<file path="src/rtl/pixel_scan_pkg.sv">
// -----------------------------------------------------------------------------
// pixel_scan_pkg
// Shared helpers for the raster coordinate generator:
//   clog2_min1      - counter width for a given maximum dimension (at least 1)
//   sanitize_dim    - maps an illegal requested dimension (0 or above max) to max
//   in_halo_band    - true when a coordinate lies within 'halo' of either edge
//                     of a dimension of length 'size'
// -----------------------------------------------------------------------------
package pixel_scan_pkg;

  // Smallest w >= 1 with 2**w >= n.
  function automatic int clog2_min1(input int n);
    int w;
    w = 1;
    while ((1 << w) < n) w++;
    return w;
  endfunction

  // A requested frame dimension of 0, or one larger than the hardware limit,
  // falls back to the limit. A dimension of 1 is legal.
  function automatic int sanitize_dim(input int value, input int max_dim);
    return ((value == 0) || (value > max_dim)) ? max_dim : value;
  endfunction

  // Evaluated on 32-bit unsigned operands so that 'size - 1 - halo' never
  // underflows for small frames: pos > size-1-halo is rewritten as
  // pos + halo >= size. A dimension no wider than the full window is border
  // everywhere.
  function automatic logic in_halo_band(input int unsigned pos,
                                        input int unsigned size,
                                        input int unsigned halo);
    return (size <= 2 * halo) || (pos < halo) || (pos + halo >= size);
  endfunction

endpackage

</file>
<file path="src/rtl/mod_counter_rt.sv">
// -----------------------------------------------------------------------------
// mod_counter_rt
// Counter with a runtime modulus: counts 0 .. modulus-1 on enable, then wraps.
// Ports:
//   clk       - system clock
//   reset_n   - asynchronous active-low reset (count = 0)
//   enable    - advance one step this cycle
//   clear     - synchronous return to 0, takes priority over enable
//   modulus   - wrap length, one bit wider than count so 2**WIDTH is
//               representable; must be >= 1
//   count     - current value
//   max_tick  - count == modulus-1 (combinational from the register)
// -----------------------------------------------------------------------------
module mod_counter_rt #(
  parameter int WIDTH = 8
) (
  input  logic             clk,
  input  logic             reset_n,
  input  logic             enable,
  input  logic             clear,
  input  logic [WIDTH:0]   modulus,
  output logic [WIDTH-1:0] count,
  output logic             max_tick
);

  // A modulus of 1 makes max_tick permanently high, so the counter stays at 0
  // and wraps on every enabled step.
  assign max_tick = ({1'b0, count} == (modulus - (WIDTH + 1)'(1)));

  // NOTE: state registers use non-blocking assignments so every flop samples
  // the pre-edge values of its neighbours, independent of block ordering.
  always_ff @(posedge clk or negedge reset_n) begin
    if (!reset_n) begin
      count <= '0;
    end else if (clear) begin
      count <= '0;
    end else if (enable) begin
      count <= max_tick ? '0 : count + WIDTH'(1);
    end
  end

endmodule

</file>
<file path="src/rtl/pixel_coord_scanner.sv">
// -----------------------------------------------------------------------------
// pixel_coord_scanner
// Two-dimensional raster coordinate generator for the spatial-filter datapath.
// A column counter and a row counter (advanced by the column wrap) walk a frame
// whose size is taken from a shadow copy of cfg_cols/cfg_rows. The shadow copy
// only reloads on clear or on the enabled frame-wrap cycle, so a frame never
// changes size part-way through.
// Ports:
//   clk, reset_n  - clock, asynchronous active-low reset
//   enable        - pixel-valid strobe: advance one pixel
//   clear         - synchronous restart at (0,0) with config reload
//   cfg_cols/rows - requested frame size (0 or above max selects the max)
//   col, row      - coordinate of the pixel accepted this cycle
//   first_pixel   - (0,0)
//   line_end      - last column of the line
//   frame_end     - last pixel of the frame
//   border        - pixel within HALO of any frame edge
//   frame_done    - registered one-cycle pulse after a frame wrap
//   frame_cnt     - completed frames, wrapping
// All outputs derive from registers only.
// -----------------------------------------------------------------------------
module pixel_coord_scanner
  import pixel_scan_pkg::*;
#(
  parameter  int MAX_COLS   = 640,
  parameter  int MAX_ROWS   = 480,
  parameter  int HALO       = 1,
  parameter  int FRAME_BITS = 8,
  localparam int COL_BITS   = clog2_min1(MAX_COLS),
  localparam int ROW_BITS   = clog2_min1(MAX_ROWS)
) (
  input  logic                  clk,
  input  logic                  reset_n,
  input  logic                  enable,
  input  logic                  clear,
  input  logic [COL_BITS-1:0]   cfg_cols,
  input  logic [ROW_BITS-1:0]   cfg_rows,
  output logic [COL_BITS-1:0]   col,
  output logic [ROW_BITS-1:0]   row,
  output logic                  first_pixel,
  output logic                  line_end,
  output logic                  frame_end,
  output logic                  border,
  output logic                  frame_done,
  output logic [FRAME_BITS-1:0] frame_cnt
);

  // Shadow dimensions are one bit wider than the coordinates so a
  // power-of-two maximum is still representable.
  localparam logic [COL_BITS:0] MAX_COLS_Q = (COL_BITS + 1)'(MAX_COLS);
  localparam logic [ROW_BITS:0] MAX_ROWS_Q = (ROW_BITS + 1)'(MAX_ROWS);

  logic [COL_BITS:0] cols_q;
  logic [ROW_BITS:0] rows_q;
  logic [COL_BITS:0] cols_load;
  logic [ROW_BITS:0] rows_load;
  logic              col_tick;
  logic              row_tick;
  logic              frame_wrap;

  assign cols_load = (COL_BITS + 1)'(sanitize_dim(32'(cfg_cols), MAX_COLS));
  assign rows_load = (ROW_BITS + 1)'(sanitize_dim(32'(cfg_rows), MAX_ROWS));

  // Clear outranks enable; the counters apply the same priority internally.
  assign frame_wrap = enable && frame_end && !clear;

  mod_counter_rt #(.WIDTH(COL_BITS)) u_col_cnt (
    .clk      (clk),
    .reset_n  (reset_n),
    .enable   (enable),
    .clear    (clear),
    .modulus  (cols_q),
    .count    (col),
    .max_tick (col_tick)
  );

  mod_counter_rt #(.WIDTH(ROW_BITS)) u_row_cnt (
    .clk      (clk),
    .reset_n  (reset_n),
    .enable   (enable && col_tick),
    .clear    (clear),
    .modulus  (rows_q),
    .count    (row),
    .max_tick (row_tick)
  );

  assign first_pixel = (col == '0) && (row == '0);
  assign line_end    = col_tick;
  assign frame_end   = col_tick && row_tick;
  assign border      = in_halo_band(32'(col), 32'(cols_q), HALO) ||
                       in_halo_band(32'(row), 32'(rows_q), HALO);

  always_ff @(posedge clk or negedge reset_n) begin
    if (!reset_n) begin
      cols_q     <= MAX_COLS_Q;
      rows_q     <= MAX_ROWS_Q;
      frame_cnt  <= '0;
      frame_done <= 1'b0;
    end else if (clear) begin
      cols_q     <= cols_load;
      rows_q     <= rows_load;
      frame_done <= 1'b0;
    end else begin
      frame_done <= frame_wrap;
      if (frame_wrap) begin
        cols_q    <= cols_load;
        rows_q    <= rows_load;
        frame_cnt <= frame_cnt + FRAME_BITS'(1);
      end
    end
  end

endmodule

</file>
<file path="config.mk">
export PLATFORM = sky130hd
export DESIGN_NAME = pixel_coord_scanner
export DESIGN_NICKNAME = d
export VERILOG_FILES = /design/src/rtl/pixel_scan_pkg.sv /design/src/rtl/mod_counter_rt.sv /design/src/rtl/pixel_coord_scanner.sv
export SDC_FILE = /design/constraint.sdc
export NUM_CORES = 1
export LEC_CHECK = 0
export CAP_MARGIN = 20
export CORE_ASPECT_RATIO = 0.6
export CORE_MARGIN = 2
export CORE_UTILIZATION = 25
export DETAILED_ROUTE_END_ITERATION = 8
export PLACE_DENSITY = 0.55
export SYNTH_ARGS = -nofsm -noshare
export SYNTH_HDL_FRONTEND = slang
export SYNTH_HIERARCHICAL = 1
export SYNTH_SLANG_ARGS = --single-unit
</file>
<file path="constraint.sdc">
create_clock -name clk -period 3.9 [get_ports clk]
set_input_delay 0.975 -clock clk [delete_from_list [all_inputs] [get_ports clk]]
set_output_delay 0.975 -clock clk [all_outputs]
set_load 0.02 [all_outputs]
</file>
==> impl_metrics.tcl <==
set metrics [dict create \
    cts-root-buf "clkbuf_16" \
    fin_setup_tns_ns 0 \
    grt_max_degree 32 \
    fill_cells 1481 \
    synth_compound_area_share_pct 15.1 \
    crit_buf_inv 3 \
    cts_sinks 47 \
    synth_xor_area_share_pct 12.4 \
    die_h_um 98.9 \
    dpl.hpwl_um 8720 \
    synth.distinct_cells 66 \
    ir_drop_v 0.000164 \
    power.density_nw_per_um2 278 \
    antennaDiodeCount 0 \
    setup_ws_ns 0.156 \
    cp.arrival_ns 2.77 \
    slowest_stage "dfrtp_1" \
    layout_commonest_cell "clkdlybuf4s50_1" \
    wirelength_um 11400 \
    core_um2 14600 \
    via_per_inst 5.01 \
    start_util_pct 25.7 \
    cp.required_ns 2.92 \
    yosys.area_share.adder_pct 9.33 \
    timing.hold.ws_ns 0.477 \
    track_usage_pct 14.6 \
    max_freq_ghz 0.267 \
    postSynth.asyncResetShare_pct 100 \
    final_cell_area_um2 4900 \
    placed_area_um2 4740 \
    antenna_found_initial 0 \
    grt_pass1_wl_um 18500 \
    synth-main-ff-cell "dfrtp_1" \
    synthSimpleGateAreaFrac_pct 25.7 \
    cts.path.max_buffers 2 \
    grt_pass1_vias 3471 \
    slew_viol_final 0 \
    synth-seq-cells 47 \
    synth_cells 416 \
    synth_top_family_by_area "simple AND/OR/NAND/NOR gates" \
    insertion_delay_ns 0.30 \
    p_total_mw 1.36 \
    vias 3534 \
    min_period_ns 3.74 \
    synth_area_um2 3750 \
    path_class "flip-flop to primary output" \
    die_area_um2 16000 \
    path_delay_family "compound AO/OA/AOI/OAI gates" \
    worstSetupStartpointType "flip-flop" \
    die_w_um 162 \
    yosys_warnings 6 \
    worst_slew_pin_slew_ns 0.734 \
    drt_iter0_drc 269 \
    io_buffers 54 \
    syn_to_final_growth_pct 30.6 \
    antenna_left 0 \
    setup_viol 0 \
    finalHoldViolCount 0 \
    rsz0062_at_grt "no" \
    drcViolationCount 0 \
    cts_tree "done" \
    h-tree-depth 2 \
    fin_crit_sh_pct 96.0 \
    drive_gt1_share_pct 13.8 \
    synth-edff-count 0 \
    postCtsSetupRepairBufs 0 \
    synth_seq_area_share_pct 31.5 \
    max_cap_violations 0 \
    cp_max_fo 6 \
    num_rows 34 \
    firstDrtPassIters 7 \
    cts-buffers-inserted 5 \
    layout_common_cells "clkdlybuf4s50_1 (50), dfrtp_1 (40), inv_1 (33)" \
    path_clk_slew_ns 0.06 \
    slew_headroom_pct 51.0 \
    crit_path_max_incr_delay_ns 0.47 \
    wl_per_cell_um 16.2 \
    place_congestion 0.857 \
    crit_path_end_kind "primary output" \
    crit_chain "inv_1 > ha_2 > nand2b_1 > a21oi_1 > a31oi_1 > o2111ai_1 > a211o_1 > nor2_1 > buf_4 > dlygate4sd2_1" \
    dp_slack_ns 0.0969 \
    leakage_nw 2.15 \
    grt_overflow 0 \
    finalNetCount 558 \
    postLayoutCoreUtil_pct 33.6 \
    synth.area.mux_share_pct 1.10 \
    layout.cells.non_filler 706 \
    avgSynthCellArea_um2 9.03 \
    hp-class "flip-flop to flip-flop" \
    place_inst 698 \
    fin_skew_ns 0.00900 \
    io_pins 55 \
    cts_hold_buf 0 \
    status "finished clean" \
]
[layer usage]
metal | global-route usage, % | up-vias | wire length (µm)
met1 | 22.9 | 1696 | 6050
met2 | 19.5 | 139 | 4430
met4 | 2.25 | 0 | 76
met5 | 0 | - | 0
li1 | - | 1688 | -
met3 | 4.59 | 11 | 888
[report_power, final]
part	switching, mW	internal [mW]
logic	0.197	0.159
clock network	0.187	0.273
registers	0.0327	0.515
total	0.417	0.948
[Yosys cell counts (2+ instances only)]
library cell	n	area share (%)
nor2_1	24	2.4
a31oi_1	2	0.33
o21a_1	2	0.40
dlygate4sd3_1	2	0.53
nand3b_1	2	0.40
inv_1	33	3.3
nor3_1	17	2.3
nor4_2	2	0.67
nand2_1	23	2.3
and3_1	16	2.7
dfrtp_1	41	27
nand3_1	20	2.7
xnor2_1	28	6.5
o21ai_0	4	0.53
a311o_1	2	0.53
nor3b_1	2	0.40
o211ai_1	2	0.40
ha_1	28	9.3
o22ai_1	2	0.33
or3_1	3	0.50
nand4_1	11	1.8
a211oi_1	6	1.2
nor2_4	3	0.90
mux2i_1	3	0.80
and2_1	2	0.33
a21oi_1	20	2.7
nor2b_1	6	1.0
o2111ai_1	2	0.47
nor4_1	16	2.7
or4_1	3	0.60
buf_2	3	0.40
dfstp_2	6	4.2
a22o_1	12	2.8
nand2b_1	8	1.3
o31ai_1	4	0.80
xor2_1	25	5.8
o21ai_1	2	0.27
[kinds of logic (layout without fill, tap and decap cells)]
| group | after synthesis | after routing |
|---|---|---|
| buffers and inverters | 41 | 127 |
| adders and majority gates | 28 | 28 |
| other | 1 | 7 |
| xor gates and xnor gates | 53 | 53 |
| AOI/OAI and AO/OA | 74 | 74 |
| DFF | 47 | 47 |
| muxes | 4 | 4 |
| and+or+nand+nor | 168 | 168 |
[worst register-to-register path: stages (launching register included)]
cell and delay (ns):
dfrtp_1 0.38, or4_1 0.56, or4_1 0.53, a32oi_1 0.21
nand4_2 0.24, nor2_4 0.16, buf_4 0.16, nand3_1 0.11
nor2_4 0.19, nand4_1 0.21, nor3_1 0.30, xor2_1 0.16
[layout make-up]
class,instances,area (µm²),area share [%]
repair buffers,86,768,15.7
inverters,33,124,2.53
flip-flops and latches,47,1180,24.2
multi-input cells,334,2420,49.4
well taps,198,248,5.05
clock buffers,8,156,3.19
[path summary, 6_finish.rpt]
| path | slack, ns | to | startpoint | cells after the start |
|---|---|---|---|---|
| hold reg to reg | 0.48 | frame_cnt[7] | frame_cnt[7] | 1 |
| min in group asynchronous | 0.74 | cols_q[4] | reset_n | 1 |
| hold / removal | 0.48 | frame_cnt[7] | frame_cnt[7] | 1 |
| setup / recovery | 0.16 | line_end | cols_q[1] | 10 |
| max in group asynchronous | 2.43 | u_row_cnt/count[7] | reset_n | 2 |
| setup reg to reg | 0.62 | frame_cnt[7] | rows_q[3] | 11 |
[repair_timing]
item / CTS / global route
setup endpoints to repair: 3 / 3
gates resized for setup: 3 / 5
pin swaps: 0 / 1
gates cloned: 0 / 0
[registers in the layout (all words and copies together) (netlist names)]
register         count
cols_q              10
frame_cnt            8
frame_done           1
rows_q               9
u_col_cnt/count     10
u_row_cnt/count      9
Power figures use the tool's default switching activity.
==> variant, RTL diff (config.mk and constraints unchanged) <==
The parameter `MAX_COLS` goes from 640 to 320.
--- a/src/rtl/pixel_coord_scanner.sv
+++ b/src/rtl/pixel_coord_scanner.sv
@@ -23,5 +23,5 @@
   import pixel_scan_pkg::*;
 #(
-  parameter  int MAX_COLS   = 640,
+  parameter  int MAX_COLS   = 320,
   parameter  int MAX_ROWS   = 480,
   parameter  int HALO       = 1,
Interface: changed (resized cfg_cols and col); port bits go from 55 to 53. The function was not compared with the original's and may differ.
==> variant against the original RTL <==
- critical path depth shrank 3
- clock skew grew 0.0021 ns
- design area shrank 3.3%
- routed wire length shrank 9.1%
- sequential cell count shrank 2
- power shrank 11%
- setup slack gained 0.033 ns
- fmax grew 0.88%
- synthesized area shrank 5.7%
==> variant: results (changes against the original RTL) <==
STATUS='completed'  # unchanged
YS_ASYNC_SR_FRACTION_PCT=100  # unchanged
SHARE_OF_LAYOUT_CELLS_ABOVE_DRIVE_STRENGTH_1_PCT=16.3  # was 13.8%
NNETSFINAL=539  # was 558
CLK_ROOT_BUFFER_CELL='clkbuf_16'  # unchanged
NETSWITCHINGPOWER_uW=365  # was 417 uW
CTS_POST_SETUP_BUFFERS_INSERTED=0  # unchanged
YOSYSSEQAREASHARE_PCT=32.0  # was 31.5%
FIRST_ITER_VIOLATIONS=181  # was 269
FIRST_GLOBAL_VIAS=3142  # was 3471
CLOCK_BUFFERS_CREATED_BY_TRITONCTS=5  # unchanged
GRT_FIRST_PASS_WIRELENGTH_UM=17200  # was 18500 um
HOLD_CLASS='reg2reg'  # unchanged
POST-SYNTH-TOP-AREA-FRACTION_PCT=27.6  # was 27.3%
GRT.TOTAL_USAGE_PCT=14.6  # about the same
COUNT_OF_CELL_TYPES_IN_THE_NETLIST=50  # was 66
DPL.CELL_COUNT=674  # was 698
ANTENNA-DIODE-COUNT=0  # unchanged
TIMING.SLEW.HEADROOM_PCT=58.9  # was 51.0%
SYNTHFLOPTYPE='dfrtp_1'  # unchanged
DETAILROUTE.VIA_COUNT=3303  # was 3534
MAXIMUM_LEVEL_OF_THE_CTS_H_TREE=2  # unchanged
WORST_SKEW_PAIR.LATE_LATENCY_NS=0.30  # about the same
YOSYS_WARNINGS=6  # unchanged
POST_DRT_WL_PER_CELL_UM=15.2  # was 16.2 um
CRITICAL_PATH_CELL_WITH_THE_HIGHEST_STAGE_DELAY='or4_1'  # was dfrtp_1
GRT_START_MAX_NET_PINS=46  # was 32
NUMBER_OF_BUFFERS_ON_THE_LONGEST_CLOCK_PATH=2  # unchanged
DPL_HPWL_UM=8110  # was 8720 um
SLOWEST_DELAY_NS=0.58  # was 0.47 ns
CRIT_ARRIVAL_NS=2.74  # was 2.77 ns
VDD_IR_DROP_MAX_V=0.000163  # was 0.000164 V
LEAKAGE_POWER_FIGURE_nW=2.08  # was 2.15 nW
FILLER_CELL_COUNT=1421  # was 1481
SYNTH.CELLS.MOST_FREQUENT='39 x dfrtp_1, 33 x inv_1, 28 x xnor2_1'  # was 41 x dfrtp_1, 33 x inv_1, 28 x ha_1, 28 x xnor2_1, 25 x xor2_1
WL_UM=10400  # was 11400 um
TIMING.CRITICAL_PATH.FANOUT_MAX=4  # was 6
AVERAGE_SIZE_OF_A_MAPPED_CELL_UM2=9.03  # about the same
SYNTH.TOP_CELLS.BY_AREA='dfrtp_1 28%, ha_1 9.5%, xnor2_1 6.9%'  # was dfrtp_1 27%, ha_1 9.3%, xnor2_1 6.5%
GRT_ANTENNA_BEFORE_REPAIR=0  # unchanged
CLK_TRANSITION_REPORTED_PATHS_NS=0.07
CLOCK_SKEW_NS=0.0111  # was 0.00900 ns
DRT-PASS1-ITER-COUNT=4  # was 7
GP_ROUTABILITY_CONGESTION=0.852  # was 0.857
PORT-BUFFER-COUNT=52  # was 54
ROUTE.ANTENNA.REMAINING_NETS=0  # unchanged
[variant: cell count changes after synthesis, sizes merged, moves of 3 or more]
cell / unedited run / this run
a211oi: 7 / 16
a21oi: 21 / 18
and3: 16 / 12
mux2i: 3 / 0
nand2b: 8 / 11
nand3: 20 / 13
nor2: 28 / 21
nor4: 19 / 15
o211ai: 2 / 6
[variant: path summary, 6_finish.rpt]
path                              start                 end  slack (ns)  cells after the start
max                           rows_q[3]           frame_end        0.19                      7
min                        frame_cnt[7]        frame_cnt[7]        0.48                      1
max reg2reg                   cols_q[3]  u_row_cnt/count[8]        0.40                     11
min reg2reg                frame_cnt[7]        frame_cnt[7]        0.48                      1
max in group asynchronous       reset_n           rows_q[6]        2.82                      2
min in group asynchronous       reset_n        frame_cnt[7]        0.52                      1
[variant: power groups by stage]
stage	sequential, mW	clock (mW)	combinational [mW]
global route	0.519	0.478	0.294
floorplan	0.528	0	0.142
finish	0.516	0.437	0.264
global placement	0.523	0	0.255
detailed placement	0.523	0	0.259
CTS	0.515	0.453	0.261
[variant: worst max-delay path: cells and delay by family (launching register included)]
kind	cells	cell delay (ns)
AO/OA/AOI/OAI	1	0.21
buffers and inverters	1	0.20
flip-flops	1	0.37
AND/OR/NAND/NOR	5	1.66
[variant: cell type report]
cell class / count / share of cell area (%)
clock buffers: 5 / 2.64
clock inverters: 3 / 0.528
inverters: 33 / 2.61
flip-flops and latches: 45 / 23.9
multi-input cells: 311 / 47.8
repair buffers: 94 / 17.5
well taps: 192 / 5.07
[variant: kinds of logic (layout without fill, tap and decap cells)]
family	count (synthesis)	after routing	share of synthesized area, %
AO/OA/AOI/OAI	78	78	16.5
buffers and inverters	41	135	4.73
adder cells (fa/ha/maj)	27	27	9.54
multiplexers	1	1	0.318
other	1	6	0.106
flip-flops	45	45	32.0
AND/OR/NAND/NOR	148	148	24.2
XOR/XNOR	51	51	12.6
[variant: through the flow]
step | instance area (um2) | worst slack, ns
floorplan | 3560 | 0.398
global placement | 4580 | 0.0892
detailed placement | 4580 | 0.0847
CTS | 4730 | 0.0185
global route | 4740 | -0.0151
finish | 4740 | 0.189
[variant: per-layer routing]
layer  part of all wire (%)  up-vias  track usage (%)
li1                       -     1607                -
met1                     55     1606             23.5
met2                     39       88             19.5
met3                    5.9        2             3.47
met4                   0.23        0             2.05
met5                      0        -                0
[variant: repair_timing]
item,4_1_cts,5_1_grt
pin swaps,0,1
gates cloned,0,0
setup endpoints to repair,3,3
hold buffers,0,0
gates resized for setup,3,8
